$ cat src/rtl/mult_ctrl_if.sv
// ---------------------------------------------------------------------------
// mult_ctrl_if -- handshake and strobe bundle between the shift-add
// multiplier controller and its datapath.
//
// Signals:
//   start    requester -> controller  begin one multiplication
//   b0       datapath  -> controller  LSB of the multiplier register
//   ld_ab    controller -> datapath   load operand registers
//   clr_p    controller -> datapath   clear product accumulator
//   mux_sel  controller -> datapath   0 = external operand, 1 = feedback
//   ld_p     controller -> datapath   product_hi += multiplicand
//   sh       controller -> datapath   shift product and multiplier
//   busy     controller status        operation in progress
//   done     controller status        one-cycle product-valid pulse
//   cnt      controller status        completed-iteration count
//
// Modports:
//   master : requester/datapath side (drives start, b0)
//   slave  : controller side (drives strobes and status)
// ---------------------------------------------------------------------------
interface mult_ctrl_if #(
  parameter int WIDTH = 4
);
  localparam int CW = (WIDTH > 2) ? $clog2(WIDTH) : 1;

  logic          start;
  logic          b0;
  logic          ld_ab;
  logic          clr_p;
  logic          mux_sel;
  logic          ld_p;
  logic          sh;
  logic          busy;
  logic          done;
  logic [CW-1:0] cnt;

  modport master (
    output start, b0,
    input  ld_ab, clr_p, mux_sel, ld_p, sh, busy, done, cnt
  );

  modport slave (
    input  start, b0,
    output ld_ab, clr_p, mux_sel, ld_p, sh, busy, done, cnt
  );
endinterface

$ cat src/rtl/mult_ctrl.sv
// ---------------------------------------------------------------------------
// mult_ctrl -- control FSM for a WIDTH-bit shift-add multiplier.
//
// Sequence per operation:
//   IDLE -> LOAD -> { TEST -> [ADD] -> SHIFT } x WIDTH -> DONE -> IDLE
// ADD is visited only when the multiplier LSB (b0) is 1 at TEST.
//
// Ports:
//   clk    rising-edge clock
//   rst_n  asynchronous active-low reset; clears state, cnt and all outputs
//   bus    mult_ctrl_if.slave: start/b0 in, strobes/busy/done/cnt out
//
// Outputs are Moore: each output register is loaded with the decode of the
// next state, so its value in a cycle is a pure function of the current
// state and no input reaches an output combinationally.
// ---------------------------------------------------------------------------
module mult_ctrl #(
  parameter int WIDTH = 4
) (
  input  logic        clk,
  input  logic        rst_n,
  mult_ctrl_if.slave  bus
);

  localparam int CW = (WIDTH > 2) ? $clog2(WIDTH) : 1;
  localparam logic [CW-1:0] LAST = CW'(WIDTH - 1);

  typedef enum logic [2:0] {
    S_IDLE  = 3'd0,
    S_LOAD  = 3'd1,
    S_TEST  = 3'd2,
    S_ADD   = 3'd3,
    S_SHIFT = 3'd4,
    S_DONE  = 3'd5
  } state_e;

  state_e        state_q, state_d;
  logic [CW-1:0] cnt_q, cnt_d;

  logic ld_ab_q, clr_p_q, mux_sel_q, ld_p_q, sh_q, busy_q, done_q;

  // Next-state and iteration-counter logic
  always_comb begin
    state_d = S_IDLE;
    cnt_d   = cnt_q;
    case (state_q)
      S_IDLE:  state_d = bus.start ? S_LOAD : S_IDLE;
      S_LOAD: begin
        state_d = S_TEST;
        cnt_d   = '0;
      end
      S_TEST:  state_d = bus.b0 ? S_ADD : S_SHIFT;
      S_ADD:   state_d = S_SHIFT;
      S_SHIFT: begin
        if (cnt_q == LAST) begin
          state_d = S_DONE;
        end else begin
          state_d = S_TEST;
          cnt_d   = cnt_q + 1'b1;
        end
      end
      S_DONE:  state_d = S_IDLE;
      // Illegal encodings recover to IDLE.
      default: state_d = S_IDLE;
    endcase
  end

  // State, counter and output registers. Outputs follow the state being
  // entered so that they line up with state_q in the following cycle.
  // mux_sel stays on the feedback path throughout TEST/ADD/SHIFT.
  always_ff @(posedge clk or negedge rst_n) begin
    if (!rst_n) begin
      state_q   <= S_IDLE;
      cnt_q     <= '0;
      ld_ab_q   <= 1'b0;
      clr_p_q   <= 1'b0;
      mux_sel_q <= 1'b0;
      ld_p_q    <= 1'b0;
      sh_q      <= 1'b0;
      busy_q    <= 1'b0;
      done_q    <= 1'b0;
    end else begin
      state_q   <= state_d;
      cnt_q     <= cnt_d;
      ld_ab_q   <= (state_d == S_LOAD);
      clr_p_q   <= (state_d == S_LOAD);
      mux_sel_q <= (state_d == S_TEST) || (state_d == S_ADD) ||
                   (state_d == S_SHIFT);
      ld_p_q    <= (state_d == S_ADD);
      sh_q      <= (state_d == S_SHIFT);
      busy_q    <= (state_d == S_LOAD) || (state_d == S_TEST) ||
                   (state_d == S_ADD)  || (state_d == S_SHIFT);
      done_q    <= (state_d == S_DONE);
    end
  end

  assign bus.ld_ab   = ld_ab_q;
  assign bus.clr_p   = clr_p_q;
  assign bus.mux_sel = mux_sel_q;
  assign bus.ld_p    = ld_p_q;
  assign bus.sh      = sh_q;
  assign bus.busy    = busy_q;
  assign bus.done    = done_q;
  assign bus.cnt     = cnt_q;

endmodule

$ cat src/flat_wrapper.sv
// flat-port wrapper written by rule: the top's interface ports become plain ports
module mult_ctrl_flat 
#(
  parameter int WIDTH = 4
)
  (clk, rst_n, bus_start, bus_b0, bus_ld_ab, bus_clr_p, bus_mux_sel, bus_ld_p, bus_sh, bus_busy, bus_done, bus_cnt);
  mult_ctrl_if #(.WIDTH(WIDTH)) bus_i ();
  input  logic clk;
  input  logic rst_n;
  input wire logic [$bits(bus_i.start)-1:0] bus_start;
  input wire logic [$bits(bus_i.b0)-1:0] bus_b0;
  output wire logic [$bits(bus_i.ld_ab)-1:0] bus_ld_ab;
  output wire logic [$bits(bus_i.clr_p)-1:0] bus_clr_p;
  output wire logic [$bits(bus_i.mux_sel)-1:0] bus_mux_sel;
  output wire logic [$bits(bus_i.ld_p)-1:0] bus_ld_p;
  output wire logic [$bits(bus_i.sh)-1:0] bus_sh;
  output wire logic [$bits(bus_i.busy)-1:0] bus_busy;
  output wire logic [$bits(bus_i.done)-1:0] bus_done;
  output wire logic [$bits(bus_i.cnt)-1:0] bus_cnt;
  assign bus_i.start = bus_start;
  assign bus_i.b0 = bus_b0;
  assign bus_ld_ab = bus_i.ld_ab;
  assign bus_clr_p = bus_i.clr_p;
  assign bus_mux_sel = bus_i.mux_sel;
  assign bus_ld_p = bus_i.ld_p;
  assign bus_sh = bus_i.sh;
  assign bus_busy = bus_i.busy;
  assign bus_done = bus_i.done;
  assign bus_cnt = bus_i.cnt;
  mult_ctrl #(.WIDTH(WIDTH)) u_core (.clk(clk), .rst_n(rst_n), .bus(bus_i));
endmodule
$ cat config.mk
export PLATFORM = sky130hd
export DESIGN_NAME = mult_ctrl_flat
export DESIGN_NICKNAME = d
export VERILOG_FILES = /design/src/rtl/mult_ctrl_if.sv /design/src/rtl/mult_ctrl.sv /design/src/flat_wrapper.sv
export SDC_FILE = /design/constraint.sdc
export NUM_CORES = 1
export LEC_CHECK = 0
export BUFFER_PORTS_ARGS = -buffer_cell sky130_fd_sc_hd__buf_2
export CORE_AREA = 2 2 39 41
export DETAILED_ROUTE_END_ITERATION = 10
export DIE_AREA = 0 0 41 43
export GPL_TIMING_DRIVEN = 0
export SLEW_MARGIN = 10
export SYNTH_ARGS = -nofsm -noshare
export SYNTH_HDL_FRONTEND = slang
export SYNTH_SLANG_ARGS = --single-unit
$ cat constraint.sdc
create_clock -name clk -period 1.8 [get_ports clk]
set_input_delay 0.36 -clock clk [delete_from_list [all_inputs] [get_ports clk]]
set_output_delay 0.36 -clock clk [all_outputs]
set_load 0.02 [all_outputs]
# Word level (Yosys, flattened, before mapping)
# Cells that the tools add are included.
# word_totals
in_bits,4
reg_bits,11
elab_cells,34
# classes
n_reduce_logical,8
addsub,1
mux,6
n_eq_ne,11
# op_table
operator,count
$pmux 3 s5,1
$eq 3x2->1 const B,4
$eq 3x3->1 const B,3
$eq 3x1->1 const B,2
$mux 3,2
$logic_or 1x1->1,5
$pmux 2 s2,1
$logic_not 3->1,1
$add 2x1->2 const B,1
$eq 2x2->1 const B,1
$mux 2,1
$ne 2x2->1 const B,1
$reduce_and 2->1,1
$reduce_bool 2->1,1
$mux 1,1

# Longest topological paths before layout
# Gate-level depths: netlist of run 1.
# logic_depth
depth_word,7
depth_mapped,5

# Worst setup path after synthesis of run 1
# OpenSTA, ideal clock, no wires.
# synth_timing
path_kind,reg2reg
from,"reg u_core.cnt_q[0], in the netlist u_core.bus.cnt[0]"
to,"reg u_core.cnt_q[0], in the netlist u_core.bus.cnt[0]"
path_stages_with_launch,5
slack_ns,0.481
arrival_ns,1.198
period_less_slack_ns,1.319
n_path_buf,0
cell_sequence,dfrtp_1 > ha_1 > nor3_1 > mux2_2 > a22o_1
# synth_between
elab_chain_len,3
# synth_rtl
item,line,source
start: declaration,mult_ctrl.sv:38,"logic [CW-1:0] cnt_q, cnt_d;"
start signal: assignment,mult_ctrl.sv:84,cnt_q <= cnt_d;
$add 2x1->2 or $eq 2x2->1 (tied branches),"mult_ctrl.sv:59, mult_ctrl.sv:55",
$mux 2 or $ne 2x2->1 (tied branches),-,
$pmux 2 s2 or $reduce_and 2->1 (tied branches),-,
# Several ways; a longest one is shown, not always the timed one. The select of a mux whose other input is x is not followed.
# A chain may end at the register's enable or synchronous reset.

# Worst setup path in the final report of run 1
# Ends and elaborated chain as after synthesis.

==> results by group, run 1 <==
Placed design
  • Hpwl dp: 587 µm
  • Port Buf Inserts: 12
  • Placed instance area: ~600 µm²
  • GPL Wtd Cong: 0.723
  • Inst Count DP: 72

Floorplanning
  • Die area: 0.00176 mm²
  • Initial Util: 0.373
  • Row count: 14
  • Die Span Y: 43 µm
  • DIE WIDTH: 41 µm
  • Ports: 13
  • Area of the core: 0.00138 mm²

Global route
  • Global-route wire length before repair: 1.41 mm
  • GR Util met3: 0.0314
  • Initial antenna violation count: 0
  • GRT met1 Usage: 0.151
  • M2 GR Usage: 0.169
  • Largest net degree at the start of global routing: 12
  • GRT overflow: 0
  • GRT busiest layer: met2
  • Gr usage total: 0.122
  • Vias in the first global route: 356

Timing
  • Slew Viols, Final: 0
  • Fmax: between 700 and 800 MHz
  • RSZ-0062 raised after global routing: false
  • Crit path time final: 1.27 ns
  • Setup TNS Final: 0 ns
  • Final Hold Viols: 0
  • Final Cycle Share: 0.707
  • Setup violators final: 0
  • Rel. slew slack: 0.831
  • Clock skew: 0.00226 ns
  • Least-Margin Pin Slew: 0.252 ns

Yosys
  • #FFs+latches synth: 11
  • Synth area leaders: dfrtp_1 (53%), a22o_1 (5.1%), buf_6 (4.4%)
  • Post-synthesis simple-gate area fraction: 0.199
  • Post-Synth Adder-Cell Area: 0.0242
  • Sequential area share after synthesis: 0.533
  • Share of the synthesized area in the top cell type: 0.533
  • Syn Area/Cell: 11.7 µm²
  • Syn Nets: 49
  • Synth Area in Compound Gates: 0.131
  • Post-synth cell types: 22
  • Yosys top cell by area: dfrtp_1
  • Synth Area in XOR/XNOR: 0
  • Mux contribution to synthesized area: 0.0412
  • Post-Synthesis Cells: 44
  • YS warnings: 0
  • Main combinational cell family by area after synthesis: simple AND/OR/NAND/NOR gates
  • Mapped cell area: 517 µm²

Clocking
  • Post-cts resize count: 0
  • CTS root buf: clkbuf_4
  • Later-pin clock latency in the skew report: 0.26 ns
  • CTS buffer count: 3
  • Maximum root-to-sink buffer count: 2
  • Max H-tree Level: 1
  • Clock Pin Slew Worst Setup and Hold Paths: 0.07 ns
  • CTS tree: yes
  • Clock sinks: 11

Drt
  • Routed Antenna Nets: 0
  • DR DRC count: 0
  • DR WL/cell: between 10 and 15 µm
  • Vias/cell: 4.74
  • Final wirelength: roughly 800 µm
  • Number of DRC markers in iteration 0: 13
  • DR vias: about 370
  • First-pass detailed-route iteration total: 2

Job
  • Maxcap violations: 0

Worst hold path
  • Hold Path End: u_core.bus.ld_p
  • Min-delay worst type: in -> reg
  • Hold path start: bus_b0
  • Worst hold path cell count: 3

Pwr
  • Leakage: ~0.32 nW
  • Pwr/cell area: 1830 mW/mm²
  • Maximum vdd drop: 0.000702 V

Critical path
  • Worst setup path start: u_core.bus.cnt[0]
  • Req. time, crit path: 1.95 ns
  • Crit path largest cell delay: 0.41 ns
  • CP Max Fanout: 5
  • Critical-path cell list: ha_1 -> nor2b_1 -> o21bai_1 -> a22o_1
  • Worst Setup End Kind: register
  • Worst setup SP type: register
  • Slowest CP cell: dfrtp_1
  • Worst R2R Setup Slack: 0.53 ns
  • Reg2Reg Launch Point: u_core.bus.cnt[0]
  • CP Class: reg -> reg
  • Arr. time, crit path: 1.43 ns
  • R2r endpoint: u_core.bus.cnt[0]
  • FF-to-FF path depth: 4

Layout
  • Nets: 67
  • Sequential cell area: 275 µm²
  • Share of layout cells above drive strength 1: 0.361
  • Post-route cell area: 633 µm²
  • Area Growth Syn to Fin: 22.5%
  • Non-Filler Instances: 77
  • N_diodes: 0
  • Multi-input combinational cell area: 204 µm²
  • Fillers: 143

Status
  • Status: completed
==> worst max-delay path: cells and delay by family (launching register included) <==
kind                     cells  cell delay, ns
AND/OR/NAND/NOR              1            0.16
AO/OA/AOI/OAI                2            0.34
adder cells (fa/ha/maj)      1            0.26
flip-flops                   1            0.41
==> registers in the layout, summed over array words and instances (netlist names) <==
signal              cells
u_core.bus.cnt          2
u_core.bus.sh           1
u_core.bus.ld_p         1
u_core.bus.done         1
u_core.bus.ld_ab        1
u_core.bus.busy         1
u_core.bus.mux_sel      1
u_core.state_q          3
==> how the worst max path moves through the flow <==
stage                        endpoint  cells after the start
finish              u_core.bus.cnt[0]                      4
global route        u_core.bus.cnt[1]                      4
CTS                 u_core.bus.cnt[0]                      4
detailed placement  u_core.bus.cnt[0]                      4
global placement    u_core.bus.cnt[0]                      4
floorplan           u_core.bus.cnt[0]                      4
==> where the power goes <==
part           internal [W]  switching (W)  leakage [nW]
sequential         0.000342      0.0000527         0.142
clock             0.0000857      0.0000795        0.0150
combinational      0.000287       0.000314         0.166
==> final cells by class <==
class                           count  share of cell area
Clock buffer                        4              0.0415
Sequential cell                    11               0.435
Timing Repair Buffer               13               0.111
Tap cell                           16              0.0316
Multi-Input combinational cell     29               0.322
Buffer                              4              0.0593
==> cell usage after synthesis <==
| cell type | number |
|---|---|
| mux2i_1 | 1 |
| nand2_1 | 2 |
| o22ai_1 | 1 |
| o21ai_0 | 1 |
| a22o_1 | 3 |
| buf_6 | 2 |
| nor2_4 | 1 |
| nor3_1 | 1 |
| or2_1 | 2 |
| mux2_2 | 1 |
| dfrtp_1 | 11 |
| nor3b_2 | 1 |
| nor2_1 | 4 |
| nor2b_1 | 2 |
| a2bb2oi_1 | 2 |
| buf_4 | 2 |
| ha_1 | 1 |
| and2b_1 | 1 |
| a21oi_1 | 1 |
| nand2b_1 | 2 |
| o21bai_1 | 1 |
| and2_1 | 1 |
==> stage by stage <==
| stage | total power [W] | setup WS, ns | utilization | hold slack [ns] |
|---|---|---|---|---|
| after floorplan | 0.000868 | 0.481 | - | 0.0644 |
| after global placement | 0.000993 | 0.529 | 0.431 | 0.242 |
| after detailed placement | 0.00100 | 0.528 | 0.431 | 0.240 |
| after CTS | 0.00118 | 0.513 | 0.458 | 0.358 |
| after global routing | 0.00127 | 0.431 | 0.458 | 0.390 |
| final | 0.00116 | 0.527 | 0.458 | 0.359 |
==> routing by layer <==
| layer | share of wire | routed length, µm |
|---|---|---|
| met1 | 0.45 | 371 |
| met5 | 0 | 0 |
| met4 | 0.011 | 9 |
| met3 | 0.082 | 67 |
| met2 | 0.45 | 368 |
==> cells by family (layout without fill, tap and decap cells) <==
| kind of cell | count (synthesis) | after routing |
|---|---|---|
| and+or+nand+nor | 17 | 17 |
| DFF | 11 | 11 |
| AOI/OAI and AO/OA | 9 | 9 |
| buffers and inverters | 4 | 21 |
| muxes | 2 | 2 |
| adders and majority gates | 1 | 1 |
==> cells in the final DEF (no fill, tap or decap) <==
master         count
nor3_1             1
nor2_1             4
nor2b_1            2
nor2_4             1
buf_4              2
a21oi_1            1
mux2i_1            1
nand2_1            2
clkbuf_4           3
mux2_2             1
clkbuf_1           1
a22o_1             3
nor3b_2            1
o21bai_1           1
and2_1             1
or2_1              2
buf_6              2
o21ai_0            1
ha_1               1
o22ai_1            1
and2b_1            1
nand2b_1           2
buf_2             12
a2bb2oi_1          2
dfrtp_1           11
dlygate4sd3_1      1
==> what timing repair did <==
item | CTS | global route
setup endpoints to repair | 0 | 0
setup buffers | 0 | 0
hold endpoints to repair | 11 | 0
hold buffers | 1 | 0
Power figures use the tool's default switching activity.
==> inputs of run 2 (changes only) <==
ABC_AREA = 1   (was default)
clock period = 1.1 ns   (was 1.8 ns; I/O delays follow)
==> run 2 against run 1 <==
Against the previous run:
- clock power up 71%
- final area down 4.2%
- core utilization down 1.9 points
- worst setup slack worse by 0.52 ns
- flip-flop and latch count unchanged
- total power up 52%
- critical path depth down 3
- sequential power up 77%
- sequential share of layout area up 2.3 points
- synthesized area down 12%
==> results by group, run 2 <==
Yosys
  • Commonest cells post-synth: dfrtp_1 (11), nand2_1 (7), inv_2 (5)
  • Number of synthesized flops with an enable pin: 0 (unchanged)
  • Most instantiated library cell after synthesis: dfrtp_1
  • Yosys top cell by area: dfrtp_1
  • #FFs+latches synth: 11 (unchanged)
  • YS warnings: 0 (unchanged)
  • Post-Synthesis Cells: 43 (-2.3%)
  • Synth area leaders: dfrtp_1 (61%), nand2_1 (5.8%), inv_2 (4.1%)
  • Post-synth cell types: 16 (-27%)
  • Asr flop ratio synth: 1.00 (unchanged)
  • Share of the synthesized area in the top cell type: 0.606 (+0.0734)
  • Syn Nets: 48 (-2.0%)
  • Ys flop type: dfrtp_1
  • Mapped cell area: 454 µm² (-12%)
  • Sequential area share after synthesis: 0.606 (+0.0734)
  • Syn Area/Cell: 10.6 µm² (-10%)

Critical path
  • Worst setup path start: u_core.bus.cnt[1]
  • Critical path buffer and inverter count: 1 (+1)
  • CP Depth: 1 (-3)
  • Arr. time, crit path: 0.87 ns (-0.56 ns)
  • Critical-path cell list: buf_2
  • Reg2Reg Launch Point: u_core.bus.cnt[1]
  • Slowest CP cell: dfrtp_2
  • FF-to-FF path depth: 7 (+3)
  • CP Max Fanout: 3 (-2)
  • Worst Setup End Kind: primary output
  • CP top delay family: flip-flops
  • Req. time, crit path: 0.88 ns (-1.07 ns)
  • Crit path largest cell delay: 0.44 ns (+0.03 ns)
  • CP Class: reg -> out
  • Worst setup SP type: register

Pwr
  • Pint: 0.00102 W (+43%)
  • Clock power share: 0.160 (+0.018)
  • Comb pwr share: 0.445 (-0.073)
  • Maximum vdd drop: 0.000936 V (+33%)
  • Leakage: 0.353 nW (+9.3%)
  • Pwr/cell area: 2910 mW/mm² (+59%)
  • Sw Share: 0.421 (+0.0362)
  • Tot Pwr: 0.00176 W (+52%)
  • Psw: 0.000742 W (+66%)
  • Fraction of power consumed by sequential logic: 0.395 (+0.055)

Timing
  • Least-Margin Pin Slew: 0.243 ns (-0.00952 ns)
  • Clock skew: 0.00833 ns (+0.00607 ns)
  • Final hold slack: 0.207 ns (-0.153 ns)
  • Final Cycle Share: 0.994
  • Rel. slew slack: 0.838 (+0.00764)
  • Fmax: roughly 910 MHz
  • Crit path time final: 1.09 ns
  • RSZ-0062 raised after global routing: true
  • Final Hold Viols: 0 (unchanged)
  • Slew Viols, Final: 0 (unchanged)
  • Setup violators final: 0 (unchanged)

Drt
  • DR DRC count: 0 (unchanged)
  • Number of DRC markers in iteration 0: 2 (-11)
  • Routed Antenna Nets: 0 (unchanged)
  • DR vias: 341 (-6.6%)
  • Final wirelength: 908 µm (+11%)
  • First-pass detailed-route iteration total: 3 (+1)
  • DR WL/cell: 11.6 µm (+9.7%)
  • Vias/cell: 4.37 (-7.8%)

Worst hold path
  • Min-delay worst type: in -> reg
  • Hold path start: bus_start
  • Worst hold path cell count: 3 (unchanged)

Layout
  • N_diodes: 0 (unchanged)
  • Commonest non-fill, non-tap cell in the layout: buf_2
  • Largest register FFs: 3 (unchanged)
  • Biggest register: u_core.state_q
  • Final core utilization: 0.439 (-0.0190)
  • Area Growth Syn to Fin: 33.6%
  • Commonest cells after routing, fill and taps aside: buf_2 (11), dfrtp_1 (9), nand2_1 (7), inv_2 (6)
  • Non-Filler Instances: 78 (+1.3%)
  • Share of layout cells above drive strength 1: 0.532 (+0.172)
  • Nets: 68 (+1.5%)

Floorplanning
  • Area of the core: 0.00138 mm² (unchanged)
  • Row count: 14 (unchanged)
  • DIE WIDTH: 41 µm (unchanged)
  • Ports: 13 (unchanged)
  • Initial Util: 0.328 (-0.0452)
  • Die Span Y: 43 µm (unchanged)
  • Die area: 0.00176 mm² (unchanged)

Global route
  • Global-route wire length before repair: 1.35 mm (-4.4%)
  • Vias in the first global route: 326 (-8.4%)
  • Gr usage total: 0.125 (+0.00318)
  • GRT overflow: 0 (unchanged)
  • Largest net degree at the start of global routing: 12 (unchanged)
  • Initial antenna violation count: 0 (unchanged)

Clocking
  • Clock Pin Slew Worst Setup and Hold Paths: 0.08 ns (about the same)
  • Clock sinks: 11 (unchanged)
  • CTS tree: yes
  • Maximum root-to-sink buffer count: 2 (unchanged)
  • Later-pin clock latency in the skew report: 0.27 ns (about the same)
  • CTS root buf: clkbuf_4
  • Max H-tree Level: 1 (unchanged)
  • CTS buffer count: 3 (unchanged)

Job
  • Maxcap violations: 0 (unchanged)

Placed design
  • GPL Wtd Cong: 0.711 (-1.7%)
  • Hpwl dp: 630 µm (+7.3%)
  • Inst Count DP: 71 (-1.4%)
  • Port Buf Inserts: 12 (unchanged)

Status
  • Status: completed
## run 2: through the flow
step                      area [µm²]  setup TNS (ns)  worst slack, ns
after detailed placement         549               0          0.00225
after floorplan                  469               0           0.0118
after global placement           549               0           0.0135
after global routing             607         -0.0848          -0.0408
final                            607               0          0.00648
after CTS                        592        -0.00127         -0.00127
## run 2: kinds of logic (layout without fill, tap and decap cells)
kind of cell / after synthesis / after routing / share of synthesized area
AND/OR/NAND/NOR: 19 / 19 / 0.237
flip-flops: 11 / 11 / 0.606
buffers and inverters: 10 / 29 / 0.0909
adder cells (fa/ha/maj): 1 / 1 / 0.0275
AO/OA/AOI/OAI: 1 / 1 / 0.0165
multiplexers: 1 / 1 / 0.0220
## run 2: power groups by stage
stage | clock network (W) | logic (W) | registers (W)
finish | 0.000282 | 0.000785 | 0.000697
global route | 0.000307 | 0.000880 | 0.000708
CTS | 0.000285 | 0.000759 | 0.000695
detailed placement | 0 | 0.000732 | 0.000702
global placement | 0 | 0.000706 | 0.000694
floorplan | 0 | 0.000378 | 0.000828
## run 2: final timing paths
path,slack [ns],end
max,0.006,bus_cnt[1]
min,0.21,u_core.bus.ld_ab
max reg2reg,0.006,u_core.bus.cnt[1]
min reg2reg,0.53,u_core.bus.cnt[1]
max in group asynchronous,0.55,u_core.bus.cnt[1]
min in group asynchronous,0.33,u_core.bus.cnt[0]
## run 2: repair_timing
item | CTS | global route
buffers inserted | 1 | 2
resized for setup | 2 | 0
endpoints found under the setup margin | 4 | 6
pin swaps | 2 | 1
hold buffers | 1 | 0
hold endpoints to repair | 11 | 0
## run 2: layout make-up
type                    count  area [µm²]
flip-flops and latches     11         278
clock buffers               4        26.3
inverters                   9        33.8
repair buffers             16        98.8
fillers                   140         777
multi-input cells          22         150
well taps                  16        20.0
## run 2: layer usage
metal	part of all wire	track usage	up-vias
li1	-	-	171
met1	0.39	0.128	161
met2	0.56	0.191	7
met3	0.032	0.0314	2
met4	0.015	0.120	0
met5	0	0	-
==> inputs of run 3 (changes only) <==
CORE_AREA = 8 8 45 47   (was 2 2 39 41)
DIE_AREA = 0 0 53 55   (was 0 0 41 43)
GPL_TIMING_DRIVEN = 1   (was 0)
==> run 3 against run 2 <==
Against the previous run:
- the run now ends with negative setup slack left
- via count increased by 1.5%
- clock skew decreased by 0.0052 ns
- clock-buffer cell count unchanged
- critical path depth increased by 1
- final cell count increased by 1.3%
- first-iteration DRC count increased to 3.0 times the previous value
- combinational power increased by 4.8%
- wire length increased by 9.0%
- sequential share of layout area decreased by 1.3 points
- hold slack improved by 0.0037 ns
- highest routed layer unchanged
==> results by group, run 3 (synthesis results as in run 2) <==
Status
  • Status: finished, violations left
  • Failing checks: negative setup slack

Timing
  • Final hold slack: 0.210 ns (+0.00372 ns)
  • Rel. slew slack: 0.751 (-0.0872)
  • Final Hold Viols: 0 (unchanged)
  • Worst Slack Setup Final: -0.0532 ns (-0.0597 ns)
  • Least-Margin Pin Slew: 0.372 ns (+0.129 ns)
  • RSZ-0062 raised after global routing: true
  • Fmax: 867 MHz (-5.2%)
  • Slew Viols, Final: 0 (unchanged)
  • Crit path time final: 1.15 ns (+0.0597 ns)
  • Clock skew: 0.00313 ns (-0.00519 ns)
  • Setup violators final: 2 (+2)
  • Final Cycle Share: 1.05 (+0.0543)

Drt
  • Vias/cell: 4.38 (+0.18%)
  • Number of DRC markers in iteration 0: 6 (+4)
  • Final wirelength: 990 µm (+9.0%)
  • DR WL/cell: 12.5 µm (+7.7%)
  • First-pass detailed-route iteration total: 3 (unchanged)
  • DR DRC count: 0 (unchanged)
  • Routed Antenna Nets: 0 (unchanged)
  • DR vias: 346 (+1.5%)

Floorplanning
  • Ports: 13 (unchanged)
  • DIE WIDTH: 53 µm (+29%)
  • Die area: 0.00292 mm² (+65%)
  • Area of the core: 0.00138 mm² (unchanged)
  • Initial Util: 0.328 (unchanged)
  • Row count: 14 (unchanged)
  • Die Span Y: 55 µm (+28%)

Clocking
  • Clock Pin Slew Worst Setup and Hold Paths: 0.07 ns (about the same)
  • Later-pin clock latency in the skew report: 0.26 ns (about the same)
  • CTS buffer count: 3 (unchanged)
  • Maximum root-to-sink buffer count: 2 (unchanged)
  • Max H-tree Level: 1 (unchanged)
  • CTS root buf: clkbuf_4
  • Clock sinks: 11 (unchanged)
  • CTS tree: yes

Critical path
  • Critical-path cell list: buf_6 -> buf_6
  • Worst Setup End Kind: primary output
  • CP Max Fanout: 2 (-1)
  • Slowest CP cell: dfrtp_2
  • CP top delay family: flip-flops
  • Crit path largest cell delay: 0.43 ns (about the same)
  • Req. time, crit path: 0.88 ns (about the same)
  • Worst setup SP type: register
  • Critical path buffer and inverter count: 2 (+1)
  • CP Class: reg -> out
  • Arr. time, crit path: 0.93 ns (+0.06 ns)
  • Top cell by count, worst path: buf_6

Pwr
  • Tot Pwr: 0.00178 W (+1.1%)
  • Pwr/cell area: 2860 mW/mm² (-1.7%)
  • Leakage: 0.360 nW (+2.1%)
  • Maximum vdd drop: 0.000886 V (-5.3%)

Layout
  • Biggest register: u_core.state_q
  • Largest register FFs: 3 (unchanged)
  • Post-route cell area: 624 µm² (+2.9%)
  • Non-Filler Instances: 79 (+1.3%)
  • Commonest non-fill, non-tap cell in the layout: buf_2
  • Share of layout cells above drive strength 1: 0.540 (+0.00742)
  • Commonest cells after routing, fill and taps aside: buf_2 (10), dfrtp_1 (9), nand2_1 (7), inv_2 (6)
  • N_diodes: 0 (unchanged)
  • Area Growth Syn to Fin: 37.5%
  • Nets: 69 (+1.5%)

Placed design
  • Placed instance area: 549 µm² (unchanged)
  • GPL Wtd Cong: 0.695 (-2.3%)
  • Post-place setup slack: -0.00451 ns (-0.00675 ns)
  • Inst Count DP: 71 (unchanged)
  • Port Buf Inserts: 12 (unchanged)
  • Hpwl dp: 789 µm (+25%)

Global route
  • GRT overflow: 0 (unchanged)
  • Global-route wire length before repair: 1.70 mm (+27%)
  • Gr usage total: 0.0816 (-0.0437)
  • Vias in the first global route: 382 (+17%)
  • Initial antenna violation count: 0 (unchanged)
  • Largest net degree at the start of global routing: 12 (unchanged)

Worst hold path
  • Min-delay worst type: in -> reg

Job
  • Maxcap violations: 0 (unchanged)
run 3: cell type report:
cell class	count	area [µm²]
Fill cell	136	759
Tap cell	16	20.0
Clock buffer	4	26.3
Timing Repair Buffer	17	116
Inverter	9	33.8
Sequential cell	11	278
Multi-Input combinational cell	22	150
run 3: worst register-to-register path, cell delays in order (launching register included):
cell and delay, ns:
dfrtp_2 0.44, ha_4 0.17, inv_2 0.05, nand3_2 0.08
nand2_2 0.11, inv_2 0.05, nand2_1 0.05, nand2_1 0.05
run 3: what timing repair did:
action / in CTS / in global routing
pin swaps: 1 / 1
resized for setup: 3 / 2
endpoints found under the hold margin: 11 / 0
hold buffers: 1 / 0
setup buffers: 1 / 2
endpoints found under the setup margin: 2 / 6
run 3: power breakdown:
| group | leakage [nW] | switching (W) | internal (W) |
|---|---|---|---|
| logic | 0.205 | 0.000480 | 0.000344 |
| clock network | 0.0150 | 0.000126 | 0.000140 |
| registers | 0.140 | 0.000131 | 0.000564 |
run 3: path summary, 6_finish.rpt:
path	from	endpoint	slack (ns)	depth (start not counted)
worst min-delay path	bus_start	u_core.bus.ld_ab	0.21	3
worst min register to register	u_core.bus.cnt[1]	u_core.bus.cnt[1]	0.55	2
min in group asynchronous	rst_n	u_core.state_q[0]	0.36	2
max in group asynchronous	rst_n	u_core.bus.cnt[1]	0.51	2
worst max register to register	u_core.bus.cnt[1]	u_core.bus.cnt[1]	-0.01	7
worst max-delay path	u_core.bus.cnt[0]	bus_cnt[0]	-0.05	2
run 3: metrics by stage:
stage | setup TNS (ns) | utilization
after CTS | -0.0723 | 0.436
after global placement | 0 | 0.397
after global routing | -0.276 | 0.451
final | -0.0614 | 0.451
after floorplan | 0 | -
after detailed placement | -0.00451 | 0.397
run 3: routing by layer:
layer,vias to the layer above,global-route usage,wire length (µm)
met5,-,0,0
met4,0,0.0388,19
met3,2,0.0267,63
met2,9,0.145,549
met1,162,0.0857,358
li1,173,-,-
